===== src/rtl/mem_bus_master.sv =====
// mem_bus_master
// ---------------------------------------------------------------------------
// Bus initiator for a single-port synchronous RAM (we/address/datain/dataout,
// one-cycle registered read latency). A host issues burst commands; write
// bursts stream host words into RAM, read bursts return RAM words on a
// backpressured read stream.
//
// Ports
//   clk, rst                 clock, synchronous active-high reset
//   cmd_valid/ready          burst command handshake (cmd_ready only in IDLE)
//   cmd_write, cmd_addr,     direction (1 = write), start address,
//   cmd_len                  length minus one (0 = 1 word, 255 = 256 words)
//   wr_valid/ready, wr_data  host write stream
//   rd_valid/ready, rd_data, read stream, rd_last marks the final word
//   rd_last
//   busy, done               busy outside IDLE, done pulses once per burst
//   mem_we, mem_address,     RAM request side
//   mem_datain, mem_dataout
//   dbg_state                current FSM state (IDLE=0, WRITE=1, RD_ISSUE=2,
//                            RD_CAPT=3, RD_HOLD=4, DONE=5)
//
// Handshake rule for all three streams: a transfer happens on a rising edge
// where valid and ready are both high. The producer keeps valid and payload
// stable until that edge; ready may change freely; the read stream here
// never withdraws rd_valid or changes rd_data/rd_last before the transfer.
// ---------------------------------------------------------------------------
module mem_bus_master #(
  parameter int ADDR_W = 8,
  parameter int DATA_W = 16
) (
  input  logic              clk,
  input  logic              rst,
  input  logic              cmd_valid,
  output logic              cmd_ready,
  input  logic              cmd_write,
  input  logic [ADDR_W-1:0] cmd_addr,
  input  logic [ADDR_W-1:0] cmd_len,
  input  logic              wr_valid,
  output logic              wr_ready,
  input  logic [DATA_W-1:0] wr_data,
  output logic              rd_valid,
  input  logic              rd_ready,
  output logic [DATA_W-1:0] rd_data,
  output logic              rd_last,
  output logic              busy,
  output logic              done,
  output logic              mem_we,
  output logic [ADDR_W-1:0] mem_address,
  output logic [DATA_W-1:0] mem_datain,
  input  logic [DATA_W-1:0] mem_dataout,
  output logic [2:0]        dbg_state
);

  typedef enum logic [2:0] {
    S_IDLE     = 3'd0,
    S_WRITE    = 3'd1,
    S_RD_ISSUE = 3'd2,
    S_RD_CAPT  = 3'd3,
    S_RD_HOLD  = 3'd4,
    S_DONE     = 3'd5
  } state_e;

  state_e              state_q, state_d;
  logic [ADDR_W-1:0]   addr_q, addr_d;
  logic [ADDR_W-1:0]   cnt_q, cnt_d;      // words remaining minus one
  logic                rd_valid_q, rd_valid_d;
  logic                rd_last_q, rd_last_d;
  logic [DATA_W-1:0]   rd_data_q, rd_data_d;

  always_ff @(posedge clk) begin
    if (rst) begin
      state_q    <= S_IDLE;
      addr_q     <= '0;
      cnt_q      <= '0;
      rd_valid_q <= 1'b0;
      rd_last_q  <= 1'b0;
      rd_data_q  <= '0;
    end else begin
      state_q    <= state_d;
      addr_q     <= addr_d;
      cnt_q      <= cnt_d;
      rd_valid_q <= rd_valid_d;
      rd_last_q  <= rd_last_d;
      rd_data_q  <= rd_data_d;
    end
  end

  always_comb begin
    state_d    = state_q;
    addr_d     = addr_q;
    cnt_d      = cnt_q;
    rd_valid_d = rd_valid_q;
    rd_last_d  = rd_last_q;
    rd_data_d  = rd_data_q;
    cmd_ready  = 1'b0;
    wr_ready   = 1'b0;
    mem_we     = 1'b0;

    case (state_q)
      S_IDLE: begin
        cmd_ready = 1'b1;
        if (cmd_valid) begin
          addr_d  = cmd_addr;
          cnt_d   = cmd_len;
          state_d = cmd_write ? S_WRITE : S_RD_ISSUE;
        end
      end
      S_WRITE: begin
        wr_ready = 1'b1;
        // The RAM write lands on the same edge as the host handshake.
        mem_we   = wr_valid;
        if (wr_valid) begin
          addr_d = addr_q + ADDR_W'(1);
          if (cnt_q == '0) state_d = S_DONE;
          else             cnt_d   = cnt_q - ADDR_W'(1);
        end
      end
      // Address is presented here; the RAM returns data one cycle later.
      S_RD_ISSUE: state_d = S_RD_CAPT;
      S_RD_CAPT: begin
        rd_data_d  = mem_dataout;
        rd_valid_d = 1'b1;
        rd_last_d  = (cnt_q == '0);
        state_d    = S_RD_HOLD;
      end
      S_RD_HOLD: begin
        if (rd_ready) begin
          rd_valid_d = 1'b0;
          rd_last_d  = 1'b0;
          if (rd_last_q) begin
            state_d = S_DONE;
          end else begin
            addr_d  = addr_q + ADDR_W'(1);
            cnt_d   = cnt_q - ADDR_W'(1);
            state_d = S_RD_ISSUE;
          end
        end
      end
      S_DONE:  state_d = S_IDLE;
      default: state_d = S_IDLE;
    endcase

    // Reset blocks every request-side strobe in the very cycle it is high.
    if (rst) begin
      cmd_ready = 1'b0;
      wr_ready  = 1'b0;
      mem_we    = 1'b0;
    end
  end

  assign mem_address = addr_q;
  assign mem_datain  = wr_data;
  assign rd_valid    = rd_valid_q;
  assign rd_last     = rd_last_q;
  assign rd_data     = rd_data_q;
  assign busy        = (state_q != S_IDLE);
  assign done        = (state_q == S_DONE);
  assign dbg_state   = state_q;

endmodule


===== config.mk =====
export PLATFORM = sky130hd
export DESIGN_NAME = mem_bus_master
export DESIGN_NICKNAME = d
export VERILOG_FILES = /design/src/rtl/mem_bus_master.sv
export SDC_FILE = /design/constraint.sdc
export NUM_CORES = 1
export LEC_CHECK = 0
export CAP_MARGIN = 10
export CORE_MARGIN = 8
export CORE_UTILIZATION = 56
export DETAILED_ROUTE_END_ITERATION = 10
export DONT_BUFFER_PORTS = 1
export GPL_ROUTABILITY_DRIVEN = 0
export GPL_TIMING_DRIVEN = 0
export PLACE_DENSITY = 0.71
export SKIP_LAST_GASP = 1
export SLEW_MARGIN = 20
export SYNTH_ARGS = -nofsm -noshare
export SYNTH_HDL_FRONTEND = slang
export SYNTH_SLANG_ARGS = --single-unit

===== constraint.sdc =====
create_clock -name clk -period 2.4 [get_ports clk]
set_input_delay 0.36 -clock clk [delete_from_list [all_inputs] [get_ports clk]]
set_output_delay 0.36 -clock clk [all_outputs]
set_load 0.01 [all_outputs]

# Word level (Yosys, flattened, before mapping)
# Cells that the tools add are included.
[totals] register_bits=37 in_bits=54 output_inout_bits=50
[op_classes] add_sub_neg=2 n_eq_ne=11 mux=27 reduce_logical=9
[ops] operator="$mux 8" count=9
[ops] operator="$pmux 8 s3" count=2
[ops] operator="$mux 3" count=5
[ops] operator="$pmux 3 s5" count=1
[ops] operator="$ne 2x2->1 const B" count=6
[ops] operator="$add 8x1->8 const B" count=1
[ops] operator="$logic_not 8->1" count=1
[ops] operator="$sub 8x1->8 const B" count=1
[ops] operator="$mux 1" count=7
[ops] operator="$eq 3x2->1 const B" count=2
[ops] operator="$eq 3x3->1 const B" count=2
[ops] operator="$reduce_and 6->1" count=1
[ops] operator="$reduce_bool 3->1" count=2
[ops] operator="$reduce_and 5->1" count=1
[ops] operator="$pmux 1 s2" count=2
[ops] operator="$reduce_and 4->1" count=1
[ops] operator="$eq 3x1->1 const B" count=1
[ops] operator="$logic_not 3->1" count=1
[ops] operator="$mux 2" count=1
[ops] operator="$reduce_and 2->1" count=1
[ops] operator="$reduce_bool 2->1" count=1

# Longest topological paths before layout
[depth] word_depth=4 ltp_mapped=6 ltp_nobuf=6

# Worst setup path after synthesis
# Ideal clock, no wire load.
[synth_path] path_type="flip-flop to flip-flop" start="register cnt_q[0]" end="register cnt_q[6]" setup_time_ps=70 arrival_time_ps=1664 path_slack_ps=665 path_stages_with_launch=7 n_path_buf=0 synth_period_minus_slack_ps=1735 path_cell_list="dfxtp_1 > inv_1 > ha_1 > or4b_2 > nor4b_1 > o211ai_1 > a21oi_1"
[synth_between] elab_chain_cells=4 elab_cells_between_ends=9 classes_between="1 x add/sub; 1 x eq/ne; 5 x mux; 2 x reduce/logical"
[synth_rtl] item="start, declared" line="65" rtl="logic [ADDR_W-1:0] cnt_q, cnt_d;"
[synth_rtl] item="start signal, assigned" line="81" rtl="cnt_q <= cnt_d;"
[synth_rtl] item="$sub 8x1->8" line="115, 134"
[synth_rtl] item="$mux 8, on equally long branches" line="130, 114"
[synth_rtl] item="$mux 8, on equally long branches" line="127, 112"
[synth_rtl] item="$pmux 8 s3" line="99" rtl="case (state_q)"
# Several ways; a longest one is shown, not always the timed one. The select of a mux whose other input is x is not followed.
# A chain may end at the register's enable or synchronous reset.

# Worst setup path in the final report
[layout_path] start="register state_q[1] (netlist: dbg_state[1])" end="output port busy"
[layout_between] elab_chain_cells=1
[layout_rtl] item="start, declared" line="63" rtl="state_e state_q, state_d;"
[layout_rtl] item="start signal, assigned" line="79" rtl="state_q <= state_d;"
[layout_rtl] item="$reduce_bool 3->1" line="156" rtl="assign busy = (state_q != S_IDLE);"
[layout_rtl] item="end, declared" line="45" rtl="output logic busy,"
# Every way passes these cells.

==> out/qor.yml <==
most_numerous_cell_on_the_critical_path: "sky130_fd_sc_hd__clkbuf_1"
netlist_instances: 273
cp-end-kind: "output pin"
worst_ep_arrival_time_ns: 1.97
timing.hold.worst.class: "input pin to register"
yosys-top-cells-area: "sky130_fd_sc_hd__dfxtp_1 (35%), sky130_fd_sc_hd__nand2_1 (7.6%), sky130_fd_sc_hd__a21oi_1 (6.6%), sky130_fd_sc_hd__buf_4 (5.7%), sky130_fd_sc_hd__o21ai_0 (3.6%)"
pin_count: 104
routed_wirelength_mm: 6.07
antenna_left: 0
area_growth_syn_to_layout_pct: 8.29
worstReg2RegEnd: "mem_address[6]"
rr_startpoint: "dbg_state[1]"
final-max-slew-violation-count: 0
num_rows: 22
critPathBufInv: 2
floorplan.die_area_um2: 5990
worst-slew-pin-transition_ns: 0.582
cts_made_buffers: 5
finalSetupViolCount: 0
grt_antenna_before_repair: 0
dieHeight_um: 77.4
setup_tns_ns: 0
worst_ep_required_time_ns: 2.04
powerDensity_nw_per_um2: 1170
critical_path.startpoint_type: "register"
first_global_vias: 1976
path_clk_slew_ns: 0.08
setup_repair_after_global_routing_missed_its_margin: "false"
routed_via_density: 6.15
hold_path_end: "dbg_state[2]"
synth-main-ff-cell: "sky130_fd_sc_hd__dfxtp_1"
clock_insertion_delay_worst_skew_ns: 0.29
worst-r2r-cell-count: 5
synth_top_cells_by_count: "sky130_fd_sc_hd__nand2_1 (43), sky130_fd_sc_hd__dfxtp_1 (37), sky130_fd_sc_hd__a21oi_1 (28)"
edff_count_synth: 0
critical_path_stages: 3
timing.critical_path.slowest_cell_delay_ns: 0.55
post-route-min-period_ns: 2.33
fill_cell_instance_count_of_the_final_layout: 344
relSlewSlack_pct: 60.9
drtPass1Iterations: 4
grt.total_usage_pct: 19.2
grt_first_pass_wirelength_mm: 9.77
hp-start: "rd_ready"
series_of_cell_instances_along_the_critical_path: "clkbuf_1 > clkbuf_1 > or3_1"
fin_area_um2: 2290
ratio_of_cells_with_drive_above_1_in_the_final_layout_pct: 13.9
h_tree_level_count: 2
cts_tree: "built"
remaining_drc_errors: 0
detailedPlacementHpwl_mm: 4.52
cts_root_buf: "sky130_fd_sc_hd__clkbuf_8"
run_status: "finished, final reports clean"
achievable-frequency_ghz: 0.429
report.final.hold_viol_count: 0
cts-hold-fix-buffers: 0
cts.repair_timing.setup_buffer_count: 0
tritoncts_num_sinks: 37
final_net_count: 337
synth.top_cell.area_share_pct: 35.1
timing.critical_path.max_delay_family: "buffers and inverters"
share_of_the_clock_period_used_by_the_worst_path_pct: 97.1
critPathMaxFanout: 10
cpMaxStageDelayCell: "sky130_fd_sc_hd__dfxtp_1"
whs_ns: 0.163
max-vdd-ir-drop_v: 0.000542
yosysWarningCount: 0
start_util_pct: 58.1
max-cap-violations: 0
antenna_cells: 0
synth_most_common_cell: "sky130_fd_sc_hd__nand2_1"
first_iter_violations: 156
design.core.area_um2: 3630
num_vias: 2022
ys_types: 44
netlist_area_um2: 2110
synth.largest_area_cell: "sky130_fd_sc_hd__dfxtp_1"
placed_cell_area_um2: 2170
whs_path_depth: 1
dieWidth_um: 77.4
grt_max_degree: 14
cts-root-to-sink-buffers: 2
ys_async_sr_fraction_pct: 0
critical_path_class: "register to output pin"
synth_fp_nets: 330
power.static_leakage_uw: 0.000808
timing.clock.skew_ns: 0.00347
synth.avg_cell_area_um2: 7.74
portBuffers: 0
reg2reg_slack_ns: 0.44
cts_resized: 0
grt_overflow: 0
synth-seq-area-share_pct: 35.1
avgRoutedWirePerCell_um: 18.5
yosys_register_bits: 37
-- worst register-to-register path: cells and delay by family (launching register included) --
kind            cells  cell delay, ns
compound gates      3            0.44
buf+inv             2            0.88
flops               1            0.55
-- final cells by class --
class / instances / area (µm²) / share of cell area (%)
Tap cell: 48 / 60.1 / 2.63
Sequential cell: 37 / 741 / 32.4
Inverter: 9 / 33.8 / 1.48
Buffer: 34 / 199 / 8.70
Clock inverter: 3 / 46.3 / 2.02
Clock buffer: 5 / 68.8 / 3.01
Multi-Input combinational cell: 193 / 1140 / 49.8
-- where the power goes --
part,internal [µW],leakage [µW],switching (µW),total [µW]
Clock,311,0.0000543,246,557
Sequential,743,0.000302,175,918
Combinational,459,0.000452,737,1200
-- registers in the layout (all words and copies together), names as in the netlist --
register     flops
rd_data         16
cnt_q            8
dbg_state        3
rd_valid         1
rd_last          1
mem_address      8
-- per-layer routing --
| layer | global-route usage [%] | wire, µm | vias up |
|---|---|---|---|
| met2 | 31.1 | 2880 | 105 |
| met1 | 22.8 | 2410 | 934 |
| met5 | 0 | 0 | - |
| met3 | 9.56 | 774 | 2 |
| met4 | 3.02 | 12 | 0 |
| li1 | - | - | 981 |
-- through the flow --
step	setup slack, ns	utilization (%)	total power (µW)	std cells
floorplan	0.665	-	1830	273
finish	0.0705	62.9	2670	329
global route	0.0122	62.9	2850	329
detailed placement	0.407	59.8	2100	321
CTS	0.0848	62.9	2660	329
global placement	0.399	59.8	2090	321
-- worst max path at each step --
stage,from,end
floorplan,cnt_q[0],cnt_q[6]
global placement,dbg_state[1],busy
detailed placement,dbg_state[1],busy
CTS,dbg_state[1],busy
global route,dbg_state[1],busy
finish,dbg_state[1],busy
-- logic make-up (layout without fill, tap and decap cells) --
| logic type | Yosys count | in the layout | synth area share [%] |
|---|---|---|---|
| compound gates | 85 | 85 | 26.6 |
| xor+xnor | 1 | 1 | 0.415 |
| fa+ha+maj | 3 | 3 | 1.78 |
| buf+inv | 43 | 51 | 11.0 |
| flops | 37 | 37 | 35.1 |
| mux | 1 | 1 | 0.474 |
| simple gates | 103 | 103 | 24.6 |
-- layout by cell type (no fill, tap or decap), types with 2 or more instances in the layout --
cell type	n
sky130_fd_sc_hd__buf_4	16
sky130_fd_sc_hd__clkbuf_1	9
sky130_fd_sc_hd__o32ai_1	8
sky130_fd_sc_hd__a21oi_1	28
sky130_fd_sc_hd__nand2_1	43
sky130_fd_sc_hd__and2_1	4
sky130_fd_sc_hd__nor2_1	12
sky130_fd_sc_hd__inv_1	9
sky130_fd_sc_hd__buf_2	9
sky130_fd_sc_hd__o21ai_0	15
sky130_fd_sc_hd__o31a_1	4
sky130_fd_sc_hd__a311oi_1	2
sky130_fd_sc_hd__or3_1	3
sky130_fd_sc_hd__nand2b_1	3
sky130_fd_sc_hd__a31oi_1	5
sky130_fd_sc_hd__nand4_1	2
sky130_fd_sc_hd__nand3_1	4
sky130_fd_sc_hd__nor3_1	9
sky130_fd_sc_hd__o21a_1	6
sky130_fd_sc_hd__clkbuf_8	5
sky130_fd_sc_hd__ha_1	3
sky130_fd_sc_hd__and3_1	4
sky130_fd_sc_hd__nor4_1	2
sky130_fd_sc_hd__a211oi_1	7
sky130_fd_sc_hd__dfxtp_1	37
sky130_fd_sc_hd__o211ai_1	2
sky130_fd_sc_hd__nor4b_1	5
sky130_fd_sc_hd__nor2b_1	5
Power figures use the tool's default switching activity.
